<file path="config.mk">
export PLATFORM = sky130hd
export DESIGN_NAME = rho_func
export DESIGN_NICKNAME = d
export VERILOG_FILES = /design/src/rtl/keccak_pkg.sv /design/src/rtl/rho_slice_sel.sv /design/src/rtl/rho_func.sv
export SDC_FILE = /design/constraint.sdc
export NUM_CORES = 2
export LEC_CHECK = 0
export ABC_CLOCK_PERIOD_IN_PS = 4380
export BUFFER_PORTS_ARGS = -buffer_cell sky130_fd_sc_hd__buf_2
export CORE_ASPECT_RATIO = 0.5
export CORE_UTILIZATION = 55
export CTS_BUF_LIST = sky130_fd_sc_hd__clkbuf_4 sky130_fd_sc_hd__clkbuf_8 sky130_fd_sc_hd__clkbuf_16
export CTS_CLUSTER_DIAMETER = 150
export DETAILED_ROUTE_END_ITERATION = 12
export PLACE_DENSITY = 0.81
export SLEW_MARGIN = 0
export SYNTH_ARGS = -nofsm -noshare
export SYNTH_HDL_FRONTEND = slang
export SYNTH_HIERARCHICAL = 1
export SYNTH_SLANG_ARGS = --single-unit
</file>
<file path="constraint.sdc">
create_clock -name clk -period 4.38 [get_ports clk]
set_clock_uncertainty 0.1 [all_clocks]
set_input_delay 0.876 -clock clk [delete_from_list [all_inputs] [get_ports clk]]
set_output_delay 0.876 -clock clk [all_outputs]
set_load 0.03 [all_outputs]
</file>
<file path="src/rtl/keccak_pkg.sv">
// Shared constants, rho offset table and FSM encoding for the Keccak
// slice-oriented permutation stages.
package keccak_pkg;

    localparam int LINE_W = 25;  // bits per slice, bit 5*y+x
    localparam int LANE_W = 64;  // slices per frame (lane length)
    localparam int CNT_W  = 6;   // slice counter width

    // Rho rotation offsets, indexed [x][y].
    localparam logic [CNT_W-1:0] RHO_OFS [5][5] = '{
        '{6'd0,  6'd36, 6'd3,  6'd41, 6'd18},
        '{6'd1,  6'd44, 6'd10, 6'd45, 6'd2 },
        '{6'd62, 6'd6,  6'd43, 6'd15, 6'd61},
        '{6'd28, 6'd55, 6'd25, 6'd21, 6'd56},
        '{6'd27, 6'd20, 6'd39, 6'd8,  6'd14}
    };

    // Position of lane (x,y) inside a slice.
    function automatic int bit_idx(input int x, input int y);
        return 5 * y + x;
    endfunction

    typedef enum logic [1:0] {
        ST_IDLE = 2'd0,
        ST_LOAD = 2'd1,
        ST_EMIT = 2'd2,
        ST_DONE = 2'd3
    } rho_state_t;

endpackage

</file>
<file path="src/rtl/rho_slice_sel.sv">
// Combinational rho slice builder: each lane bit of output slice rd_cnt is
// taken from the buffered slice (rd_cnt - R[x][y]) mod 64, which is a rotate
// of the lane toward higher z by R.
module rho_slice_sel
    import keccak_pkg::*;
(
    input  logic [LANE_W-1:0][LINE_W-1:0] slices,
    input  logic [CNT_W-1:0]              rd_cnt,
    output logic [LINE_W-1:0]             rot_slice
);

    // 25 independent 64:1 selects; the 6-bit subtraction gives the mod-64 wrap.
    for (genvar x = 0; x < 5; x++) begin : g_x
        for (genvar y = 0; y < 5; y++) begin : g_y
            localparam int BI = bit_idx(x, y);
            logic [CNT_W-1:0] src;
            assign src           = rd_cnt - RHO_OFS[x][y];
            assign rot_slice[BI] = slices[src][BI];
        end
    end

endmodule

</file>
<file path="src/rtl/rho_func.sv">
// Keccak rho stage: collects a full 64-slice frame from theta, then streams
// out the lane-rotated slices over valid/ready and pulses done per frame.
module rho_func
    import keccak_pkg::*;
(
    input  logic              clk,
    input  logic              rst,
    input  logic              in_valid,
    input  logic [LINE_W-1:0] in_data,
    output logic              in_ready,
    output logic              out_valid,
    input  logic              out_ready,
    output logic [LINE_W-1:0] out_data,
    output logic [CNT_W-1:0]  out_idx,
    output logic              done
);

    rho_state_t                    state, state_nxt;
    logic [CNT_W-1:0]              wr_cnt, rd_cnt;
    logic [LANE_W-1:0][LINE_W-1:0] slice_buf;
    logic [LINE_W-1:0]             rot_slice;
    logic                          accept, emit;

    assign accept = in_valid & in_ready;
    assign emit   = out_valid & out_ready;

    // State register and slice counters; counters wrap naturally at 64.
    always_ff @(posedge clk or negedge rst) begin
        if (!rst) begin
            state  <= ST_IDLE;
            wr_cnt <= '0;
            rd_cnt <= '0;
        end else begin
            state <= state_nxt;
            if (accept) wr_cnt <= wr_cnt + 1'b1;
            if (emit)   rd_cnt <= rd_cnt + 1'b1;
        end
    end

    // Frame buffer; contents are don't-care after reset so it is not cleared.
    always_ff @(posedge clk) begin
        if (accept) slice_buf[wr_cnt] <= in_data;
    end

    // Next-state and handshake outputs.
    always_comb begin
        state_nxt = state;
        in_ready  = 1'b0;
        out_valid = 1'b0;
        done      = 1'b0;
        unique case (state)
            ST_IDLE: begin
                in_ready = 1'b1;
                if (accept) state_nxt = ST_LOAD;
            end
            ST_LOAD: begin
                in_ready = 1'b1;
                if (accept && wr_cnt == CNT_W'(LANE_W - 1)) state_nxt = ST_EMIT;
            end
            ST_EMIT: begin
                out_valid = 1'b1;
                if (emit && rd_cnt == CNT_W'(LANE_W - 1)) state_nxt = ST_DONE;
            end
            ST_DONE: begin
                done      = 1'b1;
                state_nxt = ST_IDLE;
            end
            default: state_nxt = ST_IDLE;
        endcase
    end

    rho_slice_sel u_sel (
        .slices    (slice_buf),
        .rd_cnt    (rd_cnt),
        .rot_slice (rot_slice)
    );

    // Output slice is only driven while emitting so idle output reads zero.
    assign out_data = out_valid ? rot_slice : '0;
    assign out_idx  = rd_cnt;

endmodule
</file>
* Word-level counts from Yosys, hierarchy flattened
Index checks and enable logic that the tools add are counted.
** Storage, ports and cells
- Register bits :: 1614
- Output and inout bits :: 34
** Cells by class
- $add $sub $neg :: 26
- Magnitude comparators :: 27
- Equal/unequal tests :: 8
- Mux-type cells :: 61
- Bitwise operators :: 2
- Reductions and logical operators :: 6
** Operators by type and width (count)
- $bmux W25 S6 :: 25
- $bwmux W1600 :: 1
- $lt A6 B7 Y1 const B :: 26
- $demux W25 S6 :: 1
- $mux W25 :: 3
- $sub A6 B6 Y6 const B :: 10
- $sub A6 B5 Y6 const B :: 6
- $mux W24 :: 1
- $sub A6 B4 Y6 const B :: 4
- $mux W23 :: 1
- $mux W22 :: 1
- $mux W21 :: 1
- $mux W20 :: 1
- $mux W19 :: 1
- $mux W18 :: 1
- $mux W17 :: 1
- $mux W16 :: 1
- $mux W15 :: 1
- $mux W14 :: 1
- $mux W13 :: 1
- $add A6 B1 Y6 const B :: 2
- $eq A6 B6 Y1 const B :: 2
- $mux W12 :: 1
- $sub A6 B2 Y6 const B :: 2
- 23 further kinds :: 35

* Longest topological paths before layout
- Word-level depth :: 7
- Mapped depth :: 17
- Gate-level depth less buffers :: 9

* Modules after synthesis
The synthesis kept the hierarchy.
** Modules (own cells, without submodules)
- rho_func :: times used 1, cells an instance 1788, area each 49392.4 µm²
- rho_slice_sel :: times used 1, cells an instance 902, area each 13590.5 µm²

* Worst setup path before layout
No wires, ideal clock.
- Path type :: reg-to-output
- From :: reg rd_cnt[0], in the netlist out_idx[0]
- To :: out out_data[22]
- Arrival time :: 3937 ps
- Slack :: -533 ps
- Cell stages (with the launch flop) :: 16
- Path buffers :: 8
- Cells stage by stage :: dfrtp_1 > buf_6 > buf_6 > buf_6 > buf_4 > buf_4 > inv_1 > ha_1 > buf_2 > buf_2 > buf_1 > mux4_2 > mux4_2 > a32oi_1 > o21ai_1 > and2_1
** On the way
- Word-level cells in the longest chain between the ends :: 4
** Ends and longest elaborated chain
- from (decl) :: line rho_func.sv:19 : logic [CNT_W-1:0] wr_cnt, rd_cnt;
- from (signal assigned) :: line rho_func.sv:36 : if (emit) rd_cnt <= rd_cnt + 1'b1;
- $sub A6 B6 Y6 :: line rho_slice_sel.sv:17 : assign src = rd_cnt - RHO_OFS[x][y];
- $bmux W25 S6 :: line rho_slice_sel.sv:18 : assign rot_slice[BI] = slices[src][BI];
- $mux W23 (not written as such) :: line rho_slice_sel.sv:18
- named net rot_slice[22] :: line rho_func.sv:21 : logic [LINE_W-1:0] rot_slice;
- $mux W25 :: line rho_func.sv:79 : assign out_data = out_valid ? rot_slice : '0;
- to (decl) :: line rho_func.sv:13 : output logic [LINE_W-1:0] out_data,
The timed path passes the listed nets, and every way through them passes these cells. The select of a mux whose other input is x is not followed.

* Worst setup path after layout
- From :: reg rd_cnt[0], in the netlist out_idx[0]
- To :: out out_data[8]
** On the way
- Word-level cells in the longest chain between the ends :: 4
** Ends and longest elaborated chain (line)
- $sub A6 B6 Y6 :: rho_slice_sel.sv:17
- $bmux W25 S6 :: rho_slice_sel.sv:18
- $mux W9 (not written as such) :: rho_slice_sel.sv:18
- named net rot_slice[8] :: rho_func.sv:21
- $mux W25 :: rho_func.sv:79
The timed path passes the listed nets, and every way through them passes these cells. The select of a mux whose other input is x is not followed.

==> results.cfg <==
[outcome]
status = finished with violations
violations = negative setup slack

[global_routing]
grt_util_met3 = 0.104
grt.total_usage = 0.344
antenna_found_initial = 8
grt_pass1_vias = 34741
gr-max-usage-layer = met2
met2_usage = 0.522
gr-total-overflow = 0
grt_max_degree = 65
use_met1 = 0.439
grt_pass1_wl_mm = 271

[synthesis]
synth_top_area_cell = edfxtp_1
ys.flop_type = edfxtp_1
synth_edf_count = 1600
synth.area.mux_share = 0.179
synthSimpleGateAreaFrac = 0.0179
yosys_warnings = 6
synthAdderAreaFrac = 0.00517
synthTopCellsByArea = edfxtp_1 76%, mux4_2 17%, dfrtp_1 0.56%, ha_1 0.52%, xnor2_1 0.51%
syn-cell-area_um2 = 63000
syn_inst = 2690
yosysUniqueCellTypes = 56
synth_top_area_share = 0.763
syn-num-nets = 2745
avgSynthCellArea_um2 = 23.4
async_reset_ff_frac = 0.00867
ys_seq_area_frac = 0.768
synthXorXnorAreaFrac = 0.00779
synth_compound_area_frac = 0.00971
synth_top_family_by_area = multiplexers
ys_ff_latch = 1614

[timing]
setup_viol = 25
worst_slew_pin_slew_ps = 1400
slew_headroom = 0.0666
period_share = 1.17
tns_ps = -12420
fin_ws_ps = -759
slew_violations = 0
fmax_mhz = 195
grt_setup_unrepaired = true
finalHoldViolCount = 0
period_needed_ps = 5140

[drt]
ant_nets = 0
drc = 0
wl_mm = 210
num_vias = 36165
drt_iter0_drc = 7499
post_drt_wl_per_cell_um = 44.8
dr.pass1.iters = 8
viasPerCell = 7.72

[die]
start_util = 0.557
coreArea_um2 = 113000
die_h_um = 241
die_w_um = 481
ioPinCount = 63
fp.dieArea_um2 = 116000
rows = 87

[worst_setup_path]
path_class = reg2out
crit_top_cell = buf_12
r2r_start = state[1]$_DFFE_PN0P_
slowest_delay_ps = 640
crit_fanout = 7
slowest_stage = mux4_2
r2r_setup_slack_ps = 660
worstPathCellList = buf_12 > inv_8 > ha_4 > buf_12 > buf_12 > buf_8 > mux4_2 > mux4_2 > mux2i_4 > a21oi_2 > and2_2 > buf_2
cp.required_ps = 3400
r2r_end = slice_buf[65]$_DFFE_PP_
startpoint_type = register
crit_buf_inv = 6
worst_setup_path_end_kind = output pin
cp_top_family = multiplexers
critical_path_arrival_ps = 4160
reg2regPathDepth = 7

[final_layout]
final_cells = 4683
drive_gt1_frac = 0.396
nets = 3116
utilization = 0.657
syn_to_final_growth_pct = 18.1

[worst_hold_path]
holdPathStages = 3
worstHoldEndpoint = wr_cnt[2]$_DFFE_PN0P_
hp-start = in_valid
hold_path_class = in2reg

[placement]
hpwlAfterDp_mm = 90.8
dp_slack_ps = 168
dp_cells = 4306
portBuffers = 62
globalplace.congestion = 0.881

[cts]
clockBufferDepth = 3
numCtsBuffers = 138
clk_latency_ps = 800
cts_tree = done
root_buffer = clkbuf_16
htree_levels = 4
cts_sinks = 1614
clk_pin_slew_ps = 80

[pwr]
power_density_nw_per_um2 = 730
p_total_mw = 54.3
p_leak_nw = 23.7
peakVddDrop_mv = 0.574

[run]
drv_cap = 0
-- routing by layer --
| metal | share of wire | vias up |
|---|---|---|
| li1 | - | 12186 |
| met1 | 0.30 | 17913 |
| met2 | 0.44 | 4834 |
| met3 | 0.17 | 1220 |
| met4 | 0.088 | 12 |
| met5 | 0.00078 | - |
-- registers in the layout (all words and copies together) (netlist names) --
name,cells
wr_cnt,6
out_idx,6
state,2
slice_buf,1600
-- worst max-delay path by stage --
stage          depth (start not counted)              startpoint  slack (ps)            to
6_report                              12  out_idx[0]$_DFFE_PN0P_        -760   out_data[8]
5_1_grt                               12  out_idx[0]$_DFFE_PN0P_        -740   out_data[8]
4_1_cts                               12  out_idx[0]$_DFFE_PN0P_        -380  out_data[17]
3_5_place_dp                          10  out_idx[2]$_DFFE_PN0P_         170  out_data[16]
3_3_place_gp                          10  out_idx[2]$_DFFE_PN0P_         160  out_data[16]
2_1_floorplan                         15  out_idx[0]$_DFFE_PN0P_           1   out_data[8]
-- area by class of cell --
cell class                      count  area [um^2]
Antenna cell                        3         7.51
Clock buffer                      172         3830
Clock inverter                     74          569
Fill cell                        6146        38700
Inverter                           12         57.6
Multi-Input combinational cell    932        15000
Sequential cell                  1614        48400
Tap cell                         1513         1890
Timing Repair Buffer              363         4540
-- report_power, final --
group | switching, mW | total (mW) | internal [mW]
Sequential | 0.284 | 17.6 | 17.4
Combinational | 12.7 | 23.7 | 11.0
Clock | 6.20 | 12.9 | 6.71
Total | 19.2 | 54.3 | 35.1
-- timing repair --
item	4_1_cts	5_1_grt
gates resized for setup	219	69
setup endpoints to repair	25	25
endpoints found under the hold margin	14	0
pin swaps	30	21
cloned	31	10
hold buffers	1	0
buffers inserted	60	31
-- stage by stage --
step           area [um^2]  hold slack [ps]
2_1_floorplan        63100              434
3_3_place_gp         66800              461
3_5_place_dp         66800              483
4_1_cts              73600              320
5_1_grt              74400              409
6_report             74400              397
-- worst reg2reg max path, cell delays in order (launching register included) --
cell and delay [ps]:
dfrtp_1 440, inv_1 170, ha_1 370, nor2_1 170
nor2_1 320, nand2_1 690, nor2_4 760, buf_4 350
-- layout by cell type (no fill, tap or decap), drive strengths merged, types with 2 or more instances in the layout --
| cell | n |
|---|---|
| a21oi | 38 |
| clkbuf | 181 |
| nand3b | 4 |
| a31oi | 12 |
| and2 | 36 |
| nor2b | 20 |
| xor2 | 19 |
| inv | 18 |
| mux2i | 32 |
| ha | 26 |
| buf | 344 |
| edfxtp | 1600 |
| a211oi | 24 |
| and3 | 3 |
| nor2 | 70 |
| mux2 | 6 |
| bufinv | 8 |
| diode | 3 |
| clkinv | 59 |
| nand2 | 70 |
| dfrtp | 14 |
| or3b | 2 |
| a21o | 2 |
| nand3 | 8 |
| nor3 | 2 |
| or3 | 2 |
| o21ai | 12 |
| xnor2 | 37 |
| mux4 | 484 |
| bufbuf | 9 |
| nand4 | 6 |
| nor3b | 2 |
-- kinds of logic after synthesis --
group,count (synthesis)
AO/OA/AOI/OAI,98
XOR/XNOR,56
adder cells (fa/ha/maj),26
buffers and inverters,144
flip-flops,1614
multiplexers,522
AND/OR/NAND/NOR,230
-- synth_stat cells (all sizes together) (19+ instances only) --
cell / count
a211oi: 24
a21oi: 38
and2: 36
buf: 89
clkbuf: 43
edfxtp: 1600
ha: 26
mux2i: 32
mux4: 484
nand2: 70
nor2: 70
nor2b: 20
xnor2: 37
xor2: 19
No activity file was read; power rests on OpenSTA's default activity.
